$ cat src/rtl/tdc_sequencer_pkg.sv
// Shared types and defaults for the TDC measurement sequencer.
package tdc_sequencer_pkg;

   localparam int unsigned DEFAULT_CW = 16;

   // Sequencer state encoding (3-bit, fixed values seen by debug readout)
   typedef enum logic [2:0] {
      S_IDLE       = 3'd0,
      S_CLEAR      = 3'd1,
      S_WAIT_START = 3'd2,
      S_WAIT_STOP  = 3'd3,
      S_DONE       = 3'd4
   } seqState_t;

endpackage

$ cat src/rtl/tdc_sequencer_coarse_counter.sv
// Saturating coarse cycle counter with synchronous clear and count enable.
module tdc_coarse_counter
   import tdc_sequencer_pkg::*;
#(
   parameter int unsigned CW = DEFAULT_CW
) (
   input  logic          clk,
   input  logic          iRst,
   input  logic          iClear,
   input  logic          iEnable,
   output logic [CW-1:0] oCount
);

   localparam logic [CW-1:0] COUNT_MAX = '1;

   // Count up while enabled, hold at all-ones instead of wrapping
   always_ff @(posedge clk or posedge iRst) begin
      if (iRst) begin
         oCount <= '0;
      end else if (iClear) begin
         oCount <= '0;
      end else if (iEnable && (oCount != COUNT_MAX)) begin
         oCount <= oCount + CW'(1);
      end
   end

endmodule

$ cat src/rtl/tdc_sequencer.sv
// Measurement sequencer for the fine delay-chain capture block.
// Optional feature macro: TDC_SEQ_TIMEOUT_EN (abort a pending stop at TIMEOUT).
module tdc_sequencer
   import tdc_sequencer_pkg::*;
#(
   parameter int unsigned CW         = DEFAULT_CW,
   parameter int unsigned CLR_CYCLES = 2,
   parameter int unsigned GUARD      = 1,
   parameter int unsigned TIMEOUT    = 1000
) (
   input  logic          clk,
   input  logic          iRst,
   input  logic          iArm,
   input  logic          iAbort,
   input  logic          iArbStart,
   input  logic          iArbStop,
   output logic          oFineRst,
   output logic          oStartEnable,
   output logic          oStopEnable,
   output logic [CW-1:0] oCoarse,
   output logic          oTimeout,
   output logic          oValid,
   input  logic          iReady,
   output logic          oBusy
);

`ifdef TDC_SEQ_TIMEOUT_EN
   localparam bit TIMEOUT_EN = 1'b1;
`else
   localparam bit TIMEOUT_EN = 1'b0;
`endif

   localparam int unsigned CLRW = (CLR_CYCLES > 1) ? $clog2(CLR_CYCLES) : 1;

   seqState_t       state;
   seqState_t       stateNext;
   logic [CW-1:0]   count;
   logic            cntClear;
   logic            cntEnable;
   logic [CLRW-1:0] clrCnt;
   logic            clrDone;
   logic            stopQual;
   logic            timeoutHit;

   tdc_coarse_counter #(
      .CW      (CW)
   ) uCounter (
      .clk     (clk),
      .iRst    (iRst),
      .iClear  (cntClear),
      .iEnable (cntEnable),
      .oCount  (count)
   );

   assign clrDone    = (clrCnt == CLRW'(CLR_CYCLES - 1));
   assign stopQual   = (state == S_WAIT_STOP) && iArbStop && (count >= CW'(GUARD));
   assign timeoutHit = TIMEOUT_EN && (state == S_WAIT_STOP) && (count == CW'(TIMEOUT));

   // State register
   always_ff @(posedge clk or posedge iRst) begin
      if (iRst) begin
         state <= S_IDLE;
      end else begin
         state <= stateNext;
      end
   end

   // Next-state logic; abort overrides everything outside IDLE
   always_comb begin
      stateNext = state;
      if ((state != S_IDLE) && iAbort) begin
         stateNext = S_IDLE;
      end else begin
         case (state)
            S_IDLE:       if (iArm && !iAbort)         stateNext = S_CLEAR;
            S_CLEAR:      if (clrDone)                 stateNext = S_WAIT_START;
            S_WAIT_START: if (iArbStart)               stateNext = S_WAIT_STOP;
            S_WAIT_STOP:  if (stopQual || timeoutHit)  stateNext = S_DONE;
            S_DONE:       if (iReady)                  stateNext = S_IDLE;
            default:                                   stateNext = S_IDLE;
         endcase
      end
   end

   // Column enables freeze in the same cycle their tap fires; counter runs only in WAIT_STOP
   always_comb begin
      oStartEnable = 1'b0;
      oStopEnable  = 1'b0;
      cntClear     = 1'b1;
      cntEnable    = 1'b0;
      case (state)
         S_WAIT_START: oStartEnable = !iArbStart;
         S_WAIT_STOP: begin
            oStopEnable = !stopQual;
            cntClear    = 1'b0;
            cntEnable   = 1'b1;
         end
         default: ;
      endcase
   end

   // CLEAR dwell counter
   always_ff @(posedge clk or posedge iRst) begin
      if (iRst) begin
         clrCnt <= '0;
      end else if (state == S_CLEAR) begin
         clrCnt <= clrCnt + CLRW'(1);
      end else begin
         clrCnt <= '0;
      end
   end

   // Registered status outputs and result capture (stop beats a same-cycle timeout)
   always_ff @(posedge clk or posedge iRst) begin
      if (iRst) begin
         oFineRst <= 1'b1;
         oBusy    <= 1'b0;
         oValid   <= 1'b0;
         oCoarse  <= '0;
         oTimeout <= 1'b0;
      end else begin
         oFineRst <= (stateNext == S_CLEAR);
         oBusy    <= (stateNext != S_IDLE);
         oValid   <= (stateNext == S_DONE);
         if (!iAbort) begin
            if (stopQual) begin
               oCoarse  <= count;
               oTimeout <= 1'b0;
            end else if (timeoutHit) begin
               oCoarse  <= CW'(TIMEOUT);
               oTimeout <= 1'b1;
            end
         end
      end
   end

endmodule

$ cat config.mk
export PLATFORM = sky130hd
export DESIGN_NAME = tdc_sequencer
export DESIGN_NICKNAME = d
export VERILOG_FILES = /design/src/rtl/tdc_sequencer_pkg.sv /design/src/rtl/tdc_sequencer_coarse_counter.sv /design/src/rtl/tdc_sequencer.sv
export SDC_FILE = /design/constraint.sdc
export NUM_CORES = 1
export LEC_CHECK = 0
export ABC_AREA = 1
export CAP_MARGIN = 20
export CORE_MARGIN = 2
export CORE_UTILIZATION = 54
export DETAILED_ROUTE_END_ITERATION = 10
export GPL_ROUTABILITY_DRIVEN = 1
export GPL_TIMING_DRIVEN = 0
export PLACE_DENSITY = 0.83
export SYNTH_ARGS = -nofsm -noshare
export SYNTH_HDL_FRONTEND = slang
export SYNTH_SLANG_ARGS = --single-unit
$ cat constraint.sdc
create_clock -name clk -period 2.2 [get_ports clk]
set_clock_uncertainty 0.15 [all_clocks]
set_input_delay 0.22 -clock clk [delete_from_list [all_inputs] [get_ports clk]]
set_output_delay 0.22 -clock clk [all_outputs]
set_load 0.05 [all_outputs]
==> reports/qor.csv <==
stage,metric,value,unit
run_status,outcome,completed,
floorplan,die-area,0.00419,mm2
place,placed_area,0.00233,mm2
drt,wl_per_cell,12.3,um
critical_path,rr_worst_depth,13,
synth,yosys_warnings,0,
timing,drv_slew,0,
timing,post-route-period-util,92.4,%
floorplan,initial_core_util,55.3,%
critical_path,crit_buf_inv,4,
drt,drtIter0Drc,75,
critical_path,ff2ff_setup_slack,0.26,ns
synth,syn_avg_cell_area,8.41,um2
clocking,clk_pin_slew,0.08,ns
clocking,cts-buffers-inserted,5,
grt,grt_pass1_wl,6760,um
synth,syn_inst,237,
floorplan,rows,22,
power,power.total,2.50,mW
power,powerDensity,1020,mW/mm2
timing,final-setup-viol-count,0,
layout,layout-drive-gt1-share,15.7,%
clocking,cts.path.max_buffers,2,
critical_path,end_kind,output port,
timing,fmax,492,MHz
synth,ys_seq_area_share,49.0,%
place,place_ws,-0.306,ns
clocking,htreeDepth,2,
layout,regArea,977,um2
drt,wirelength,3950,um
layout,utilization,68.3,%
critical_path,start_kind,flip-flop,
grt,grt-ovfl-total,0,
clocking,clk_latency,0.29,ns
timing,maxSlewHeadroom,48.6,%
timing,hold_slack,0.237,ns
critical_path,startpoint,uCounter.oCount[0],
synth,syn-num-nets,247,
critical_path,worstPathMaxFanout,4,
timing,tightest_slew,0.771,ns
critical_path,reg2reg_to,oCoarse[1],
critical_path,slowest_delay,0.41,ns
flow_run,maxCapViolCount,0,
drt,drcViolationCount,0,
synth,ys_types,33,
layout,layout.nets,283,
drt,dr.pass1.iters,4,
synth,syn_area,0.00199,mm2
critical_path,cpMostUsedCell,nand2_1,
floorplan,ios,29,
timing,hold_viol_final,0,
layout,multiInputGateArea,843,um2
drt,vias,1647,
layout,syn_to_final_growth,23.5,%
place,place_congestion,0.922,
layout,stdcell_area,0.00246,mm2
grt,grt_max_degree,40,
grt,grt_usage,21.2,%
power,max-vdd-ir-drop,680,uV
place,port_buffers,27,
floorplan,fp.dieH,64.8,um
place,place_hpwl,2920,um
drt,routed_via_density,5.11,
floorplan,die_x,64.8,um
clocking,cts_tree,yes,
synth,synth_seq_cells,39,
clocking,cts_num_sinks,39,
timing,fin_ws,0.168,ns
grt,grt_pass1_vias,1513,
layout,final.fill_count,308,
critical_path,cp.depth,11,
drt,ant_nets,0,
critical_path,r2r_start,uCounter.oCount[0],
worst_hold_path,hold_path_class,input pin to asynchronous set/reset pin,
critical_path,required,1.83,ns
critical_path,crit_family,simple AND/OR/NAND/NOR gates,
layout,n_antenna_cell,0,
clocking,clockRootBuffer,clkbuf_8,
timing,rsz0062_at_grt,no,
floorplan,fp.coreArea,0.00361,mm2
critical_path,critical_path_class,flip-flop to output port,
power,cellLeakagePower,1.21,nW
grt,antenna_found_initial,0,
critical_path,arrival,1.66,ns
critical_path,endpoint,oStopEnable,
critical_path,cp_slowest_cell,dfrtp_1,
timing,min_period,2.03,ns
critical_path,path_cells,inv_2 > ha_1 > inv_1 > nor2_1 > nand2_1 > nor2_1 > nand2_1 > nand2_2 > nand2_1 > inv_1 > buf_6,
[power by group]
group,total (mW),internal [mW],switching (mW),leakage [nW]
registers,0.931,0.855,0.0757,0.531
logic,0.955,0.330,0.624,0.622
clock network,0.615,0.367,0.249,0.0612
[per-layer routing]
metal	up-vias	wire [um]	GRT usage, %
met5	-	0	0
met3	6	204	4.69
met4	0	69	7.98
li1	838	-	-
met2	40	1820	33.5
met1	763	1850	28.6
[worst min path at each step]
stage / from / to / cells past startpoint
6_report: iRst / uCounter.oCount[6] / 2
5_1_grt: iRst / uCounter.oCount[9] / 2
4_1_cts: iRst / uCounter.oCount[13] / 2
3_5_place_dp: oCoarse[9] / oCoarse[9] / 1
3_3_place_gp: oCoarse[15] / oCoarse[15] / 1
2_1_floorplan: iAbort / oCoarse[14] / 2
[worst register-to-register path: cells and delay by family (launching register included)]
kind	cells	cell delay [ns]
buffers and inverters	5	0.56
flip-flops	1	0.41
AND/OR/NAND/NOR	6	0.39
AO/OA/AOI/OAI	1	0.17
adder cells (fa/ha/maj)	1	0.15
[cells in the mapped netlist, drive strengths merged]
library cell,instances,area [um2]
nor4,1,6.26
nor2,23,101
buf,6,51.3
a21o,1,7.51
a31oi,6,37.5
conb,1,3.75
clkinv,1,3.75
nand2,59,226
or2,2,12.5
dfrtp,38,951
o21a,13,97.6
nand4,5,37.5
nand3,18,105
ha,3,37.5
nor3,9,65.1
inv,33,124
o21ai,13,72.6
a21oi,2,10.0
o31ai,1,7.51
xnor2,1,8.76
dfstp,1,26.3
[area by class of cell]
cell class              instances  area share [%]
flip-flops and latches         39            39.7
multi-input cells             158            34.2
inverters                      34            5.18
plain buffers                   6            2.08
well taps                      48            2.44
clock buffers                   6            3.35
repair buffers                 29            11.6
clock inverters                 2            1.42
[registers in the layout (all words and copies together) (netlist names)]
signal,count
oCoarse,16
uCounter.oCount,16
state,3
clrCnt,1
oBusy,1
oFineRst,1
oValid,1
[layout by cell type (no fill, tap or decap), types with 2 or more instances in the layout]
master,netlist,final
dfrtp_1,38,38
nor3_2,4,4
a21oi_1,2,2
buf_2,2,2
inv_2,4,7
nor2_1,19,19
buf_4,1,3
a31oi_1,6,6
nand3_1,15,15
o21ai_2,2,2
o21ai_0,10,10
inv_1,29,26
ha_1,3,3
clkbuf_8,0,6
clkdlybuf4s50_1,0,25
nand3_2,3,3
nand4_1,4,4
buf_6,3,4
nor2_2,3,3
o21a_1,13,13
nand2_2,2,2
nand2_1,57,57
nor3_1,5,5
[what timing repair did]
action                     in CTS  in global routing
hold buffers                    0                  0
cloned                          0                  0
pin swaps                       0                  1
setup endpoints to repair       2                  1
setup buffers                   0                  2
gates resized for setup         8                  2
[cell families after synthesis]
| group | Yosys count | synth area share [%] |
|---|---|---|
| AO/OA/AOI/OAI | 36 | 11.7 |
| XOR/XNOR | 1 | 0.440 |
| adder cells (fa/ha/maj) | 3 | 1.88 |
| buffers and inverters | 40 | 8.98 |
| flip-flops | 39 | 49.0 |
| other | 1 | 0.188 |
| AND/OR/NAND/NOR | 117 | 27.8 |
[stage by stage]
| stage | setup TNS [ns] | instances |
|---|---|---|
| 6_report | 0 | 322 |
| 5_1_grt | 0 | 322 |
| 4_1_cts | 0 | 320 |
| 3_5_place_dp | -0.306 | 312 |
| 3_3_place_gp | -0.299 | 312 |
| 2_1_floorplan | 0 | 237 |
(Power assumes the default switching activity.)
